### src/rtl/os_ctrl_pkg.sv
// rtl/os_ctrl_pkg.sv - shared state encoding and op-codes for the OS tile sequencer
package os_ctrl_pkg;

  typedef enum logic [2:0] {
    IDLE, BIAS, GAP, FLOW, SKEW, DWAIT, DSTORE, DONE
  } state_t;

  localparam logic [2:0] OP_IDLE     = 3'b000;
  localparam logic [2:0] OP_OS_FLOW  = 3'b100;
  localparam logic [2:0] OP_OS_DRAIN = 3'b110;

  function automatic logic [2:0] op_for(input state_t s);
    case (s)
      FLOW, SKEW:     return OP_OS_FLOW;
      DWAIT, DSTORE:  return OP_OS_DRAIN;
      default:        return OP_IDLE;
    endcase
  endfunction

endpackage

### src/rtl/os_phase_counter.sv
// rtl/os_phase_counter.sv - loadable phase down-counter with zero-length-skip flag
module os_phase_counter #(
  parameter int WIDTH = 32
) (
  input  logic             clk,
  input  logic             reset,
  input  logic             load,
  input  logic [WIDTH-1:0] load_val,
  input  logic [WIDTH-1:0] alt_val,
  output logic             last,
  output logic             skip
);

  logic [WIDTH-1:0] cnt;

  // A non-positive length means the phase vanishes; the following phase length is loaded instead.
  assign skip = load_val[WIDTH-1] || (load_val == '0);
  assign last = (cnt == WIDTH'(1));

  always_ff @(posedge clk) begin
    if (reset)
      cnt <= '0;
    else if (load)
      cnt <= skip ? alt_val : load_val;
    else if (cnt != '0)
      cnt <= cnt - WIDTH'(1);
  end

endmodule

### src/rtl/os_tile_controller.sv
// rtl/os_tile_controller.sv - OS-mode tile sequencer driving systolic_system control ports
module os_tile_controller import os_ctrl_pkg::*; #(
  parameter int ARRAY_N      = 16,
  parameter int ARRAY_M      = 16,
  parameter int PE_OUT_WIDTH = 32,
  parameter int ADDR_WIDTH   = 10,
  parameter int DIM_WIDTH    = 32,
  localparam int IW          = $clog2(ARRAY_N) + 1
) (
  input  logic                    clk,
  input  logic                    reset,
  input  logic                    start,
  input  logic [DIM_WIDTH-1:0]    cfg_m,
  input  logic [DIM_WIDTH-1:0]    cfg_k,
  input  logic [DIM_WIDTH-1:0]    cfg_n,
  input  logic [ADDR_WIDTH-1:0]   cfg_a_base,
  input  logic [ADDR_WIDTH-1:0]   cfg_w_base,
  input  logic [ADDR_WIDTH-1:0]   cfg_o_base,
  output logic [IW-1:0]           bias_rd_idx,
  input  logic [PE_OUT_WIDTH-1:0] bias_rd_data,
  output logic                    mode,
  output logic                    a_buf_on,
  output logic [ADDR_WIDTH-1:0]   a_base_addr,
  output logic [IW-1:0]           a_num_rows,
  output logic                    w_buf_on,
  output logic [ADDR_WIDTH-1:0]   w_base_addr,
  output logic [IW-1:0]           w_num_cols,
  output logic [2:0]              operation_signal_in,
  output logic [IW-1:0]           w_index_bias,
  output logic [PE_OUT_WIDTH-1:0] w_data_bias,
  output logic                    w_en_bias,
  output logic                    o_ag_o_on,
  output logic [ADDR_WIDTH-1:0]   o_base_addr,
  output logic [DIM_WIDTH-1:0]    M,
  output logic [DIM_WIDTH-1:0]    K,
  output logic [DIM_WIDTH-1:0]    N,
  output logic                    busy,
  output logic                    done,
  output logic                    cfg_err
);

  localparam logic [DIM_WIDTH-1:0] ONE    = DIM_WIDTH'(1);
  localparam logic [DIM_WIDTH-1:0] ROWS_N = DIM_WIDTH'(ARRAY_N);
  localparam logic [DIM_WIDTH-1:0] COLS_M = DIM_WIDTH'(ARRAY_M);

  state_t                 state, state_next;
  logic                   legal, accept;
  logic                   cnt_load, cnt_last, cnt_skip;
  logic [DIM_WIDTH-1:0]   cnt_val, cnt_alt;

  assign legal  = (cfg_m != '0) && (cfg_m <= ROWS_N) &&
                  (cfg_n != '0) && (cfg_n <= COLS_M) && (cfg_k != '0);
  assign accept = (state == IDLE) && start && legal;

  // Length of the phase that follows the current one; phase lengths use latched M/K/N only.
  always_comb begin
    cnt_val = ROWS_N;
    case (state)
      BIAS:    cnt_val = ONE;
      GAP:     cnt_val = K;
      FLOW:    cnt_val = M + N - ONE;
      SKEW:    cnt_val = ROWS_N - M - ONE;
      DWAIT:   cnt_val = M + ONE;
      DSTORE:  cnt_val = ONE;
      default: cnt_val = ROWS_N;
    endcase
  end

  assign cnt_alt  = M + ONE;
  assign cnt_load = accept || ((state != IDLE) && (state != DONE) && cnt_last);

  os_phase_counter #(.WIDTH(DIM_WIDTH)) u_phase_counter (
    .clk      (clk),
    .reset    (reset),
    .load     (cnt_load),
    .load_val (cnt_val),
    .alt_val  (cnt_alt),
    .last     (cnt_last),
    .skip     (cnt_skip)
  );

  always_ff @(posedge clk) begin
    if (reset)
      state <= IDLE;
    else
      state <= state_next;
  end

  always_comb begin
    state_next = state;
    case (state)
      IDLE:    if (accept)   state_next = BIAS;
      BIAS:    if (cnt_last) state_next = GAP;
      GAP:     if (cnt_last) state_next = FLOW;
      FLOW:    if (cnt_last) state_next = SKEW;
      SKEW:    if (cnt_last) state_next = cnt_skip ? DSTORE : DWAIT;
      DWAIT:   if (cnt_last) state_next = DSTORE;
      DSTORE:  if (cnt_last) state_next = DONE;
      DONE:    state_next = IDLE;
      default: state_next = IDLE;
    endcase
  end

  // Outputs are registered from state_next so each reflects the phase it belongs to.
  always_ff @(posedge clk) begin
    if (reset) begin
      mode <= 1'b0; busy <= 1'b0; done <= 1'b0; cfg_err <= 1'b0;
      a_buf_on <= 1'b0; w_buf_on <= 1'b0; o_ag_o_on <= 1'b0; w_en_bias <= 1'b0;
      operation_signal_in <= OP_IDLE;
      bias_rd_idx <= '0; w_index_bias <= '0; w_data_bias <= '0;
      a_base_addr <= '0; w_base_addr <= '0; o_base_addr <= '0;
      a_num_rows <= '0; w_num_cols <= '0; M <= '0; K <= '0; N <= '0;
    end else begin
      mode                <= (state_next != IDLE);
      busy                <= (state_next != IDLE);
      done                <= (state_next == DONE);
      cfg_err             <= (state == IDLE) && start && !legal;
      a_buf_on            <= (state_next == FLOW);
      w_buf_on            <= (state_next == FLOW);
      o_ag_o_on           <= (state_next == DSTORE);
      w_en_bias           <= (state_next == BIAS);
      operation_signal_in <= op_for(state_next);

      // The read index runs one entry ahead so the registered index and data stay paired.
      if (state_next == BIAS) begin
        w_index_bias <= bias_rd_idx;
        w_data_bias  <= bias_rd_data;
        bias_rd_idx  <= (bias_rd_idx == IW'(ARRAY_N - 1)) ? '0 : bias_rd_idx + IW'(1);
      end else begin
        w_index_bias <= '0;
        w_data_bias  <= '0;
        bias_rd_idx  <= '0;
      end

      if (accept) begin
        M <= cfg_m; K <= cfg_k; N <= cfg_n;
        a_num_rows  <= cfg_m[IW-1:0];
        w_num_cols  <= cfg_n[IW-1:0];
        a_base_addr <= cfg_a_base;
        w_base_addr <= cfg_w_base;
        o_base_addr <= cfg_o_base;
      end else if (state_next == IDLE) begin
        M <= '0; K <= '0; N <= '0;
        a_num_rows <= '0; w_num_cols <= '0;
        a_base_addr <= '0; w_base_addr <= '0; o_base_addr <= '0;
      end
    end
  end

endmodule
### config.mk
export PLATFORM = sky130hd
export DESIGN_NAME = os_tile_controller
export DESIGN_NICKNAME = d
export VERILOG_FILES = /design/src/rtl/os_ctrl_pkg.sv /design/src/rtl/os_phase_counter.sv /design/src/rtl/os_tile_controller.sv
export SDC_FILE = /design/constraint.sdc
export NUM_CORES = 1
export LEC_CHECK = 0
export CORE_MARGIN = 3
export CORE_UTILIZATION = 25
export CTS_BUF_LIST = sky130_fd_sc_hd__clkbuf_16
export CTS_CLUSTER_SIZE = 24
export DETAILED_ROUTE_END_ITERATION = 16
export SLEW_MARGIN = 20
export SYNTH_ARGS = -nofsm -noshare
export SYNTH_HDL_FRONTEND = slang
export SYNTH_SLANG_ARGS = --single-unit
### constraint.sdc
create_clock -name clk -period 12.4 [get_ports clk]
set_input_delay 2.48 -clock clk [delete_from_list [all_inputs] [get_ports clk]]
set_output_delay 2.48 -clock clk [all_outputs]
set_load 0.1 [all_outputs]
# [Word level (Yosys, flattened, before mapping)]
# Cells that the tools add are included.
[totals] ff_bits=222 input_bits=161 out_inout_bits=189 wordCells=99
[op_classes] n_addsub=7 magnitude_cmp=2 n_eq_ne=16 n_mux=25 bitwise=1 reduce_logical=28
[op_table] cell="$mux 32" n=7
[op_table] cell="$pmux 32 s5" n=1
[op_table] cell="$reduce_bool 32->1" n=4
[op_table] cell="$sub 32x1->32 const B" n=3
[op_table] cell="$le 32x5->1 const B" n=2
[op_table] cell="$mux 10" n=4
[op_table] cell="$add 32x1->32 const B" n=1
[op_table] cell="$add 32x32->32" n=1
[op_table] cell="$eq 32x1->1 const B" n=1
[op_table] cell="$logic_not 32->1" n=1
[op_table] cell="$sub 5x32->32 const A" n=1
[op_table] cell="$eq 3x3->1 const B" n=8
[op_table] cell="$pmux 3 s8" n=1
[op_table] cell="$mux 3" n=7
[op_table] cell="$mux 5" n=3
[op_table] cell="$eq 3x2->1 const B" n=3
[op_table] cell="$logic_and 1x1->1" n=9
[op_table] cell="$reduce_or 2->1" n=4
[op_table] cell="$eq 3x1->1 const B" n=2
[op_table] cell="$logic_not 3->1" n=2
[op_table] cell="$pmux 3 s2" n=1
[op_table] cell="$reduce_bool 3->1" n=2
[op_table] cell="$add 5x1->5 const B" n=1
[op_table] cell="$eq 5x4->1 const B" n=1
[op_table] cell="7 further kinds" n=9

# [Longest topological paths before layout]
[depth] depth_word=11 depth_mapped=20 ltp_nobuf=18

# [Hierarchy]
# From an unflattened synthesis, not the netlist that was laid out.
[hier_totals] hier_cells=1503 hier_area_um2=12404.4
[by_module_without_submodules] mod="os_tile_controller" n_inst=1 cells_each=1237 area_per_inst_um2=10126.0 seq_area_each_um2=3583.4
[by_module_without_submodules] mod="os_phase_counter" n_inst=1 cells_each=266 area_per_inst_um2=2278.4 seq_area_each_um2=640.6

# [Least setup slack after synthesis]
# Ideal clock, no wire load.
[synth_timing] path_type="register -> register" startpoint="register a_num_rows[0] (netlist name)" endpoint="register u_phase_counter.cnt[21]" setup_time_ns=0.070 arrival_time_ns=5.095 required_ns=12.330 slack_ns=7.235 path_stages_with_launch=19 n_path_buf=1 period_less_slack_ns=5.165 cell_sequence="dfxtp_1 inv_1 ha_1 inv_1 ha_1 inv_1 fa_1 xnor2_1 mux2_2 a211oi_1 or4bb_1 or4_1 a2111o_1 nor4_2 nand4_2 o21ai_4 buf_6 mux2_1 a21oi_1"
[synth_lines] element="to (signal assigned)" line="os_phase_counter.sv:24" rtl="cnt <= skip ? alt_val : load_val;"
[synth_lines] element="to (signal assigned)" line="os_phase_counter.sv:26" rtl="cnt <= cnt - WIDTH'(1);"
[synth_lines] element="to (decl)" line="os_phase_counter.sv:14" rtl="logic [WIDTH-1:0] cnt;"

# [Worst setup path in the final report]
[layout_timing] startpoint="register M[4]" endpoint="register u_phase_counter.cnt[26]"
[layout_between] elab_chain_len=7 word_cells_on_any_way=10 cone_classes="add/sub: 5; mux: 3; reduce/logical: 2"
[layout_rtl] element="from (decl)" line="os_tile_controller.sv:34" rtl="output logic [DIM_WIDTH-1:0] M,"
[layout_rtl] element="from (signal assigned)" line="os_tile_controller.sv:136" rtl="M <= cfg_m; K <= cfg_k; N <= cfg_n;"
[layout_rtl] element="$sub 5x32->32 / $add 32x32->32 (equally long branches)" line="os_tile_controller.sv:62, os_tile_controller.sv:61"
[layout_rtl] element="$sub 32x1->32, on equally long branches" line="os_tile_controller.sv:62, os_tile_controller.sv:61"
[layout_rtl] element="$pmux 32 s5" line="os_tile_controller.sv:58" rtl="case (state)"
[layout_rtl] element="$logic_not 32->1" line="os_phase_counter.sv:17" rtl="assign skip = load_val[WIDTH-1] || (load_val == '0);"
[layout_rtl] element="$logic_or 1x1->1" line="os_phase_counter.sv:17"
[layout_rtl] element="$mux 32 *" line="os_phase_counter.sv:24"
[layout_rtl] element="$mux 32 *" line="os_phase_counter.sv:23" rtl="else if (load)"
# Mark *: on every way between the ends. The rest lies on a longest branch, timed or not.
# A chain may end at the register's enable or synchronous reset.

==> impl_metrics.env <==
export IMPL_fp_row_count=82
export IMPL_max_cap_viol_count=0
export IMPL_clock_sinks=211
export IMPL_fmax_mhz=162
export IMPL_first_pass_iters=5
export IMPL_postCtsSetupBuffers=0
export IMPL_tightest_slew_ns=1.09
export IMPL_clk_pin_slew_ns=0.06
export IMPL_syn2layout_area_growth_pct=36.3
export IMPL_p_leak_nw=6.56
export IMPL_clock_path_buffers=3
export IMPL_place_area_um2=16800
export IMPL_final_cell_mix="clkdlybuf4s50_1 (347), dfxtp_1 (211), nor2_1 (142)"
export IMPL_routedWlPerCell_um=21.0
export IMPL_coreArea_um2=50600
export IMPL_cp_start_kind="flip-flop"
export IMPL_cts_tree="done"
export IMPL_synth_fp_nets=1862
export IMPL_rsz0062_at_grt="false"
export IMPL_critPathRequiredTime_ns=12.88
export IMPL_dieArea_um2=54400
export IMPL_p_switching_mw=0.531
export IMPL_nets=2132
export IMPL_nFillCells=5343
export IMPL_yosys_warnings=0
export IMPL_drc=0
export IMPL_dp_hpwl_mm=42.4
export IMPL_drt_iter0_markers=1097
export IMPL_vias=13500
export IMPL_mostFrequentLayoutCell="clkdlybuf4s50_1"
export IMPL_htreeDepth=1
export IMPL_cts_resized=0
export IMPL_timing_setup_tns_ns=0
export IMPL_async_reset_ff_share_pct=0
export IMPL_ir_worst_vdd_uv=89.4
export IMPL_avgViaCountPerCell=5.21
export IMPL_clk_latency_ns=0.56
export IMPL_io_buffers=348
export IMPL_maxSlewViolCount=0
export IMPL_path_class="flip-flop to flip-flop"
export IMPL_finish_utilization_pct=34.8
export IMPL_synth_edf_count=0
export IMPL_crit_fanout=32
export IMPL_ys_flop_type="dfxtp_1"
export IMPL_internal_power_mw=1.28
export IMPL_timing_hold_violations_final=0
export IMPL_antenna_cells=0
export IMPL_hold_ws_ns=0.469
export IMPL_gp_congestion=0.940
export IMPL_combPwrFrac_pct=19.5
export IMPL_netlist_area_um2=12900
export IMPL_p_clk_share_pct=38.6
export IMPL_cts_buffers=26
export IMPL_dieHeight_um=233
export IMPL_grt_ovfl_total=0
export IMPL_wirelength_mm=54.3
export IMPL_maxSlewHeadroom_pct=27.0
export IMPL_cts_root_buf="clkbuf_16"
export IMPL_setup_violations=0
export IMPL_hold_class="flip-flop to flip-flop"
export IMPL_grt_pass1_vias=13300
export IMPL_final_antenna_net_count=0
export IMPL_final_cell_count_no_fill=2591
export IMPL_cellPowerDensity_nw_per_um2=103
export IMPL_grt_max_degree=78
export IMPL_num_io_pins=350
export IMPL_finalInstanceArea_um2=17600
export IMPL_status="finished, final reports clean"
export IMPL_synthCells=1632
export IMPL_grt_usage_pct=19.0
export IMPL_finalCritPeriodShare_pct=49.7
export IMPL_seq_area_frac_synth_pct=32.7
export IMPL_cp_arrival_ns=6.64
export IMPL_finClkSkew_ns=0.0280
export IMPL_synth_seq_cells=211
export IMPL_ys_types=79
export IMPL_syn_avg_cell_area_um2=7.91
export IMPL_post_route_min_period_ns=6.16
export IMPL_antenna_found_initial=1
export IMPL_die_w_um=233
export IMPL_switching_share_pct=29.3
export IMPL_pwr_share_seq_pct=41.9
export IMPL_cts_hold_buffers=0
export IMPL_grt_pass1_wl_mm=80.5
export IMPL_cp_end_kind="flip-flop"
export IMPL_dpl_cell_count=2546
export IMPL_drive_gt1_share_pct=4.27
export IMPL_initial_core_util_pct=25.5
-- per-stage QoR --
step / setup WS, ns / power (mW)
final: 6.24 / 1.81
after floorplan: 7.24 / 0.997
after global placement: 6.12 / 1.11
after detailed placement: 5.97 / 1.12
after CTS: 6.38 / 1.83
after global routing: 5.80 / 1.90
-- power groups by stage --
stage / clock network (mW) / logic (mW) / registers, mW
global route: 0.744 / 0.395 / 0.764
global placement: 0 / 0.340 / 0.769
CTS: 0.720 / 0.349 / 0.757
detailed placement: 0 / 0.347 / 0.771
finish: 0.700 / 0.353 / 0.759
floorplan: 0 / 0.235 / 0.763
-- worst paths after layout --
check	startpoint	to	slack [ns]	cells past startpoint
worst max-delay path	M[4]$_SDFFE_PP0P_	u_phase_counter.cnt[26]$_SDFFE_PP0P_	6.24	16
worst min-delay path	N[10]$_SDFFE_PP0P_	N[10]$_SDFFE_PP0P_	0.47	2
worst max register to register	M[4]$_SDFFE_PP0P_	u_phase_counter.cnt[26]$_SDFFE_PP0P_	6.24	16
worst min register to register	N[10]$_SDFFE_PP0P_	N[10]$_SDFFE_PP0P_	0.47	2
-- flip-flops by register name (all words and copies together) (netlist names) --
signal / flops
done: 1
o_base_addr: 10
u_phase_counter.cnt: 32
w_num_cols: 4
a_base_addr: 10
busy: 1
w_index_bias: 5
a_num_rows: 4
cfg_err: 1
w_base_addr: 10
K: 32
state: 3
w_data_bias: 32
o_ag_o_on: 1
bias_rd_idx: 5
w_en_bias: 1
w_buf_on: 1
N: 28
operation_signal_in: 2
M: 28
-- cell families (layout without fill, tap and decap cells) --
family	count (synthesis)	after routing	synth area share, %
XOR/XNOR	89	89	6.04
flip-flops	211	211	32.7
adder cells (fa/ha/maj)	69	69	6.74
AO/OA/AOI/OAI	378	378	19.7
multiplexers	22	22	1.77
buffers and inverters	259	546	8.30
AND/OR/NAND/NOR	603	603	24.7
other	1	1	0.0290
-- synthesized netlist by cell type, drive strengths merged (4+ instances only) --
library cell | count | share of area (%)
buf | 35 | 1.8
and4 | 6 | 0.41
and3 | 16 | 0.77
a22oi | 75 | 4.4
and2 | 44 | 2.1
nor2b | 9 | 0.44
a32oi | 4 | 0.27
clkbuf | 87 | 2.5
mux2 | 7 | 0.61
o221ai | 5 | 0.34
inv | 137 | 4.0
nand4 | 43 | 2.2
o21ai | 74 | 3.0
o211ai | 14 | 0.81
a22o | 4 | 0.27
a21oi | 82 | 3.2
o31a | 4 | 0.27
nor2 | 144 | 4.2
ha | 68 | 6.6
nor4 | 98 | 5.0
a31oi | 11 | 0.53
nand3b | 6 | 0.35
o31ai | 9 | 0.52
mux2i | 15 | 1.2
nand2b | 8 | 0.39
xor2 | 24 | 1.6
a211oi | 21 | 1.3
nand2 | 89 | 2.6
dfxtp | 211 | 33
o22ai | 6 | 0.29
or3 | 18 | 0.91
a21o | 8 | 0.46
xnor2 | 65 | 4.4
a221oi | 10 | 0.68
or2 | 6 | 0.29
o21a | 16 | 0.93
or4 | 16 | 0.96
nor3 | 54 | 2.1
nand3 | 38 | 1.5
-- layer usage --
| layer | up-vias | wire length (µm) | track usage (%) |
|---|---|---|---|
| met2 | 474 | 27100 | 33.4 |
| li1 | 6438 | - | - |
| met4 | 2 | 1740 | 6.39 |
| met3 | 108 | 2990 | 2.87 |
| met1 | 6470 | 22500 | 23.6 |
| met5 | - | 3 | 0 |
-- worst max-delay path, cell delays in order, from the launching register on --
cell	delay, ns
dfxtp_1	0.63
inv_1	0.20
ha_1	0.32
inv_1	0.04
ha_1	0.32
and2_1	0.19
a221oi_1	0.75
nand2_1	0.17
a211oi_1	0.76
or4_1	0.21
nand4_1	0.22
nor4_1	0.32
nand4_2	0.28
o21ai_4	0.93
and2_0	0.50
a21oi_1	0.13
nor2_1	0.10
-- final cells by class --
class	count	area, µm²	share of cell area (%)
inverter	137	514	2.92
timing repair buffer	364	3600	20.5
clock inverter	19	119	0.675
multi-input combinational	1162	7660	43.5
clock buffer	26	651	3.70
sequential	211	4220	24.0
tap	672	841	4.78
Power figures use the tool's default switching activity.
